### src/rtl/ec_cpu_param.sv
// Accumulator CPU with operator Enter strobe, IN/OUT and program-load port.
// Optional macro EC_CPU_HALT_RESUME_EN: an Enter event in HALT resumes fetching at the current PC.
module ec_cpu_param #(
    parameter int unsigned DATA_W = 8,
    parameter int unsigned ADDR_W = 5
) (
    input  logic              Clock,
    input  logic              Reset,
    input  logic              Enter,
    input  logic [DATA_W-1:0] Input,
    input  logic              LdWr,
    input  logic [ADDR_W-1:0] LdAddr,
    input  logic [DATA_W-1:0] LdData,
    output logic [DATA_W-1:0] Output,
    output logic              Halt,
    output logic [3:0]        state
);

    localparam int unsigned DEPTH = 1 << ADDR_W;

    typedef enum logic [3:0] {
        S_START  = 4'd0,
        S_FETCH  = 4'd1,
        S_DECODE = 4'd2,
        S_LOAD   = 4'd8,
        S_STORE  = 4'd9,
        S_ADD    = 4'd10,
        S_SUB    = 4'd11,
        S_IN     = 4'd12,
        S_JZ     = 4'd13,
        S_JPOS   = 4'd14,
        S_HALT   = 4'd15
    } state_t;

    state_t            state_q;
    logic [ADDR_W-1:0] pc_q;
    logic [DATA_W-1:0] ir_q;
    logic [DATA_W-1:0] a_q;
    logic              enter_q;
    logic              arm_q;
    logic [DATA_W-1:0] mem [DEPTH];

    logic [2:0]        opcode;
    logic [ADDR_W-1:0] addr;
    logic [DATA_W-1:0] operand;
    logic              enter_ev;
    logic              unused_ir;

    assign opcode    = ir_q[DATA_W-1 -: 3];
    assign addr      = ir_q[ADDR_W-1:0];
    assign operand   = mem[addr];
    assign unused_ir = ^ir_q;

    // arm_q blocks an Enter held high across reset release from counting as an edge
    assign enter_ev = Enter & ~enter_q & arm_q;

    assign Output = a_q;
    assign Halt   = (state_q == S_HALT);
    assign state  = state_q;

    always_ff @(posedge Clock or negedge Reset) begin
        if (!Reset) begin
            state_q <= S_START;
            pc_q    <= '0;
            ir_q    <= '0;
            a_q     <= '0;
            enter_q <= 1'b0;
            arm_q   <= 1'b0;
        end else begin
            enter_q <= Enter;
            arm_q   <= arm_q | ~Enter;
            case (state_q)
                S_START: begin
                    if (enter_ev) state_q <= S_FETCH;
                end
                S_FETCH: begin
                    ir_q    <= mem[pc_q];
                    pc_q    <= pc_q + 1'b1;
                    state_q <= S_DECODE;
                end
                S_DECODE: begin
                    state_q <= state_t'({1'b1, opcode});
                end
                S_LOAD: begin
                    a_q     <= operand;
                    state_q <= S_FETCH;
                end
                S_STORE: begin
                    state_q <= S_FETCH;
                end
                S_ADD: begin
                    a_q     <= a_q + operand;
                    state_q <= S_FETCH;
                end
                S_SUB: begin
                    a_q     <= a_q - operand;
                    state_q <= S_FETCH;
                end
                S_IN: begin
                    if (enter_ev) begin
                        a_q     <= Input;
                        state_q <= S_FETCH;
                    end
                end
                S_JZ: begin
                    if (a_q == '0) pc_q <= addr;
                    state_q <= S_FETCH;
                end
                S_JPOS: begin
                    if (!a_q[DATA_W-1] && (a_q != '0)) pc_q <= addr;
                    state_q <= S_FETCH;
                end
                S_HALT: begin
`ifdef EC_CPU_HALT_RESUME_EN
                    if (enter_ev) state_q <= S_FETCH;
`else
                    state_q <= S_HALT;
`endif
                end
                default: state_q <= S_START;
            endcase
        end
    end

    // Memory is deliberately outside the reset domain so programs and STOREs survive reset
    always_ff @(posedge Clock) begin
        if (state_q == S_STORE) begin
            mem[addr] <= a_q;
        end else if (LdWr && ((state_q == S_START) || (state_q == S_HALT))) begin
            mem[LdAddr] <= LdData;
        end
    end

endmodule

### config.mk
export PLATFORM = sky130hd
export DESIGN_NAME = ec_cpu_param
export DESIGN_NICKNAME = d
export VERILOG_FILES = /design/src/rtl/ec_cpu_param.sv
export SDC_FILE = /design/constraint.sdc
export NUM_CORES = 1
export LEC_CHECK = 0
export BUFFER_PORTS_ARGS = -buffer_cell sky130_fd_sc_hd__buf_2
export CORE_MARGIN = 4
export CORE_UTILIZATION = 52
export CTS_CLUSTER_SIZE = 25
export DETAILED_ROUTE_END_ITERATION = 6
export PLACE_DENSITY = 0.68
export SYNTH_ARGS = -nofsm -noshare
export SYNTH_HDL_FRONTEND = slang
export SYNTH_SLANG_ARGS = --single-unit
### constraint.sdc
create_clock -name Clock -period 3.9 [get_ports Clock]
set_clock_uncertainty 0.2 [all_clocks]
set_input_delay 0.585 -clock Clock [delete_from_list [all_inputs] [get_ports Clock]]
set_output_delay 0.585 -clock Clock [all_outputs]
set_load 0.01 [all_outputs]
==> After elaboration in Yosys (flattened, before gate mapping) <==
Memories as Yosys holds them, arrays and structs flattened. A register that Yosys moved wholly into a read port is not among the register bits.
Index checks and enable logic that the tools add are counted.
{ "totals": {"regBits": 19, "mem_bits_rw": 256, "in_bits": 25, "out_inout_bits": 13, "elab_cells": 58, "mem_count": 1} }
{ "mem_list": {"columns": ["memory", "depth", "width", "read_ports", "rd_ports_with_merged_regs", "wr", "line", "rtl"], "rows": [
  ["mem", 32, 8, 2, 1, 1, "41", "logic [DATA_W-1:0] mem [DEPTH];"]
]} }
{ "op_classes": {"n_addsub": 3, "eq_ne": 14, "muxes": 15, "n_bitwise": 5, "n_reduce_logical": 15} }
{ "op_table": {"columns": ["operator", "count"], "rows": [
  ["$eq 4x4->1 const B", 8],
  ["$pmux 8 s4", 1],
  ["$pmux 4 s5", 1],
  ["$mux 8", 2],
  ["$mux 5", 3],
  ["$pmux 5 s3", 1],
  ["$add 8x8->8", 1],
  ["$logic_not 8->1", 1],
  ["$reduce_bool 8->1", 1],
  ["$reduce_or 8->1", 1],
  ["$sub 8x8->8", 1],
  ["$mux 1", 6],
  ["$ne 2x2->1 const B", 3],
  ["$reduce_or 6->1", 1],
  ["$add 5x1->5 const B", 1],
  ["$eq 4x1->1 const B", 1],
  ["$eq 4x2->1 const B", 1],
  ["$logic_not 4->1", 1],
  ["$mux 4", 1],
  ["$reduce_bool 4->1", 1],
  ["$reduce_and 3->1", 1],
  ["$reduce_bool 3->1", 1],
  ["$and 1x1->1", 2],
  ["$logic_and 1x1->1", 2],
  ["other kinds (7)", 9]
]} }

==> Logic depth before layout (Yosys ltp) <==
{ "logic_depth": {"depth_word": 8, "ltp_mapped": 21, "mapped_depth_nobuf": 16} }

==> Worst setup path after synthesis <==
Ideal clock, no wire load.
{ "synth_timing": {"path_kind": "reg-to-reg", "start": "reg ir_q[1], read port of mem", "end": "reg a_q[7], in the netlist Output[7]", "setup_time_ps": 133, "arrival_time_ps": 3739, "required_ps": 3567, "slack_ps": -172, "stages_incl_launch_ff": 19, "n_path_buf": 3, "period_less_slack_ps": 4072, "cell_sequence": "dfrtp_1 -> buf_6 -> buf_12 -> buf_2 -> mux4_2 -> a32oi_1 -> and4_1 -> ha_1 -> nand2_1 -> o21ai_0 -> inv_1 -> ha_1 -> nor2b_1 -> o21ai_0 -> a21oi_1 -> o41ai_1 -> xnor3_1 -> a2111oi_2 -> nor3_1"} }
{ "synth_between": {"elab_chain_cells": 3, "elab_cells_between_ends": 4, "cone_classes": "add/sub (2); mux (1); memory (1)"} }
{ "synth_lines": {"columns": ["element", "line", "rtl"], "rows": [
  ["start: declaration", "37", "logic [DATA_W-1:0] ir_q;"],
  ["$mem_v2 32x8 (*)", null, null],
  ["$sub 8x8->8 or $add 8x8->8 (tied branches)", "96, 92", null],
  ["$pmux 8 s4 (*)", "72", "case (state_q)"],
  ["end signal: assignment", "92", "a_q <= a_q + operand;"],
  ["end signal: assignment", "96", "a_q <= a_q - operand;"],
  ["end signal: assignment", "101", "a_q <= Input;"],
  ["end: declaration", "38", "logic [DATA_W-1:0] a_q;"]
]} }
Every way passes the cells marked *; elsewhere a longest branch is shown, timed or not.
A chain may end at the register's enable or synchronous reset.

==> Worst setup path in the final report <==
Ends and elaborated chain as after synthesis.

==> results.md <==
* Via/cell ratio at between 6 and 7
* Dpl hpwl at approximately 26000 µm
* Sink Count at about 280
* IO Count at 38
* Final wirelength at 37800 µm
* Pin count of the biggest net entering global routing at 38
* Cell variety after synth at 60
* Worst skew pair latency at 560 ps
* Leak at 6.06 nW
* # rows at between 50 and 60
* # diodes at 0
* Clock root cell: clkbuf_16
* CTS H-tree depth at 1
* Synth Register Bits at between 200 and 300
* Seq. cell area at 8370 µm²
* Initial core utilization at 0.534
* Ratio of final minimum period to clock period at 1.04
* Synth area leaders: edfxtp_1 (55%), mux4_2 (19%), dfrtp_1 (4.8%), mux4_1 (4.5%), mux2i_1 (2.1%)
* Max Cap Viol at 0
* Most frequent cell after synthesis: edfxtp_1
* First-pass GRT wire length at roughly 57000 µm
* Met2 WL at 18400 µm
* Total grt overflow at 0
* Drt drc at 0
* Failing checks: negative setup slack
* Worst Max-Slew Pin Slew at around 1200 ps
* CTS tree: done
* Vias in the first global route at around 8900
* Sequential area share after synthesis at 0.594
* Nets at slightly below 1000
* Crit-path max cell delay at around 520 ps
* Worst setup SP type: flop
* Fillers at approximately 1900
* Critical path type: flop to flop
* Min Hold Slack at ~140 ps
* Setup_tns at -351 ps
* Crit path time final at 4060 ps
* Placed insts at approximately 1200
* CP endpoint kind: flop
* Critical path's slowest cell: dfrtp_4
* Initial antenna violation count at 0
* CP Max Fanout at 13
* Top routing layer used: met4
* Met3 Wirelength at about 3400 µm
* Layout area overhead at 16.5%
* Core Box Area at between 20000 and 30000 µm²
* Clock transition at path regs at around 70 ps
* Routed len/inst at around 29 µm
* Status: complete, but fails checks
* Share of cells above drive strength 1 at 0.377
* Pre-Repair DR Iteration Count at 5
* Endpoints failing setup at 3
* PwrDens at ~380 nW/µm²
* Routability cong. at between 0.8 and 0.9
* Main flop type after synthesis: edfxtp_1
* Peak supply drop at ~0.29 mV
* Crit path DAT at ~4300 ps
* WL met1 at between 10000 and 15000 µm
* Ys Warns at 0
* Initial DRC count at roughly 900
* Endpoints failing hold at 0
* Commonest cells post-synth: edfxtp_1 (256), mux4_2 (118), nor2_1 (62), nand2_1 (33)
* Hold WC Path Type: input port to flop
* Final worst slack at -163 ps
* Post-synth top area cell: edfxtp_1
* CP cell instances: buf_12, buf_6, mux4_2, mux4_2, mux2i_4, buf_6, and3_1, a21oi_1, xnor2_1, ha_1, nor3_2, nor2_1, o41ai_2, xnor3_1, nor4b_2, nor3_1
* Cells after synthesis at between 800 and 900
* Total Die Area at about 30000 µm²
* Via count at about 8600
* Routed Antenna Nets at 0
* Dpl ws at -241 ps
* Area taken by multi-input logic gates at between 5000 and 6000 µm²
* Post-synth top area share at 0.546
* # port buffers at 37
* Layout Cells excl Fill at 1303
* Syn Area/Cell at 17.4 µm²
* Critical Path RT at about 4200 ps
* Mapped Nets at around 850
* Die height at around 170 µm
* Unrepaired setup endpoints after global routing: yes
* Fmax at about 0.25 GHz
* Slew HR at 0.193
* EDFF count, synth at between 200 and 300
* Final max-slew violation count at 0
* CTS Buffer Depth at 3
* Total GRT Usage at 0.249
* Mapped Area at about 14000 µm²
* Synth async-reset ratio at 0.0954
* Die width at 173 µm
* TritonCTS Buffers at 29
## sequential cells by signal, summed over array words and instances, names as in the netlist
register and count:
mem 256, Output 8, ir_q 8, pc_q 5, state 4, arm_q 1, enter_q 1
## layout make-up
cell class / count / share of cell area
Clock buffer: 41 / 0.0482
Clock inverter: 13 / 0.00809
Inverter: 13 / 0.00298
Multi-Input combinational cell: 460 / 0.330
Sequential cell: 283 / 0.511
Tap cell: 335 / 0.0256
Timing Repair Buffer: 158 / 0.0745
## critical path: cells and delay by family, from the launching register on
kind                       cells  cell delay [ps]
xor gates and xnor gates       2              430
muxes                          3             1100
DFF                            1              520
buffers and inverters          3              480
and+or+nand+nor                5              800
AOI/OAI and AO/OA              2              150
adders and majority gates      1              310
## kinds of logic (layout without fill, tap and decap cells)
family                     after synthesis  count (layout)  share of synthesized area
DFF                                    283             283                      0.594
muxes                                  183             183                      0.265
and+or+nand+nor                        157             157                     0.0543
buffers and inverters                   67             225                     0.0258
adders and majority gates               10              10                    0.00942
AOI/OAI and AO/OA                      100             100                     0.0446
xor gates and xnor gates                10              10                    0.00720
## routing by layer
| metal | GRT usage | vias up |
|---|---|---|
| met2 | 0.405 | 466 |
| met1 | 0.352 | 4440 |
| li1 | - | 3650 |
| met5 | 0 | - |
| met3 | 0.0480 | 67 |
| met4 | 0.0692 | 0 |
## per-stage QoR
| step | utilization | instance area (µm²) | power (mW) |
|---|---|---|---|
| global placement | 0.580 | 15300 | 3.50 |
| detailed placement | 0.580 | 15300 | 3.51 |
| finish | 0.622 | 16400 | 6.18 |
| CTS | 0.619 | 16300 | 6.20 |
| floorplan | - | 14100 | 3.44 |
| global route | 0.622 | 16400 | 6.34 |
## worst paths after layout
check,start,to,slack (ps),cells past startpoint
worst max-delay path,ir_q[1],Output[7],-160,16
worst min-delay path,Input[2],Output[2],140,3
worst max register to register,ir_q[1],Output[7],-160,16
worst min register to register,arm_q,arm_q,280,1
max in group asynchronous,Reset,ir_q[1],2550,2
min in group asynchronous,Reset,Output[7],420,2
## what timing repair did
item | CTS | global route
endpoints found under the setup margin | 4 | 12
cloned | 0 | 1
setup buffers | 3 | 5
pin swaps | 2 | 5
hold buffers | 2 | 0
endpoints found under the hold margin | 28 | 0
resized for setup | 11 | 20
## layout by cell type (no fill, tap or decap), types with 9 or more instances in the layout
cell type	instances
clkbuf_1	10
mux2_2	11
o22ai_1	15
a21oi_1	22
mux4_2	123
o21ai_0	18
nand2_1	33
buf_4	106
ha_1	9
mux4_1	19
nor2_1	59
edfxtp_1	256
inv_1	13
buf_2	37
mux2i_1	29
dfrtp_1	22
clkbuf_16	30
nand3_1	10
## power breakdown
group          total [mW]  internal [mW]  leakage (nW)  switching, mW
combinational       0.132         0.0371          2.75         0.0946
sequential           3.32           3.31          2.87        0.00141
clock                2.73           1.55         0.443           1.18
Power figures use the tool's default switching activity.
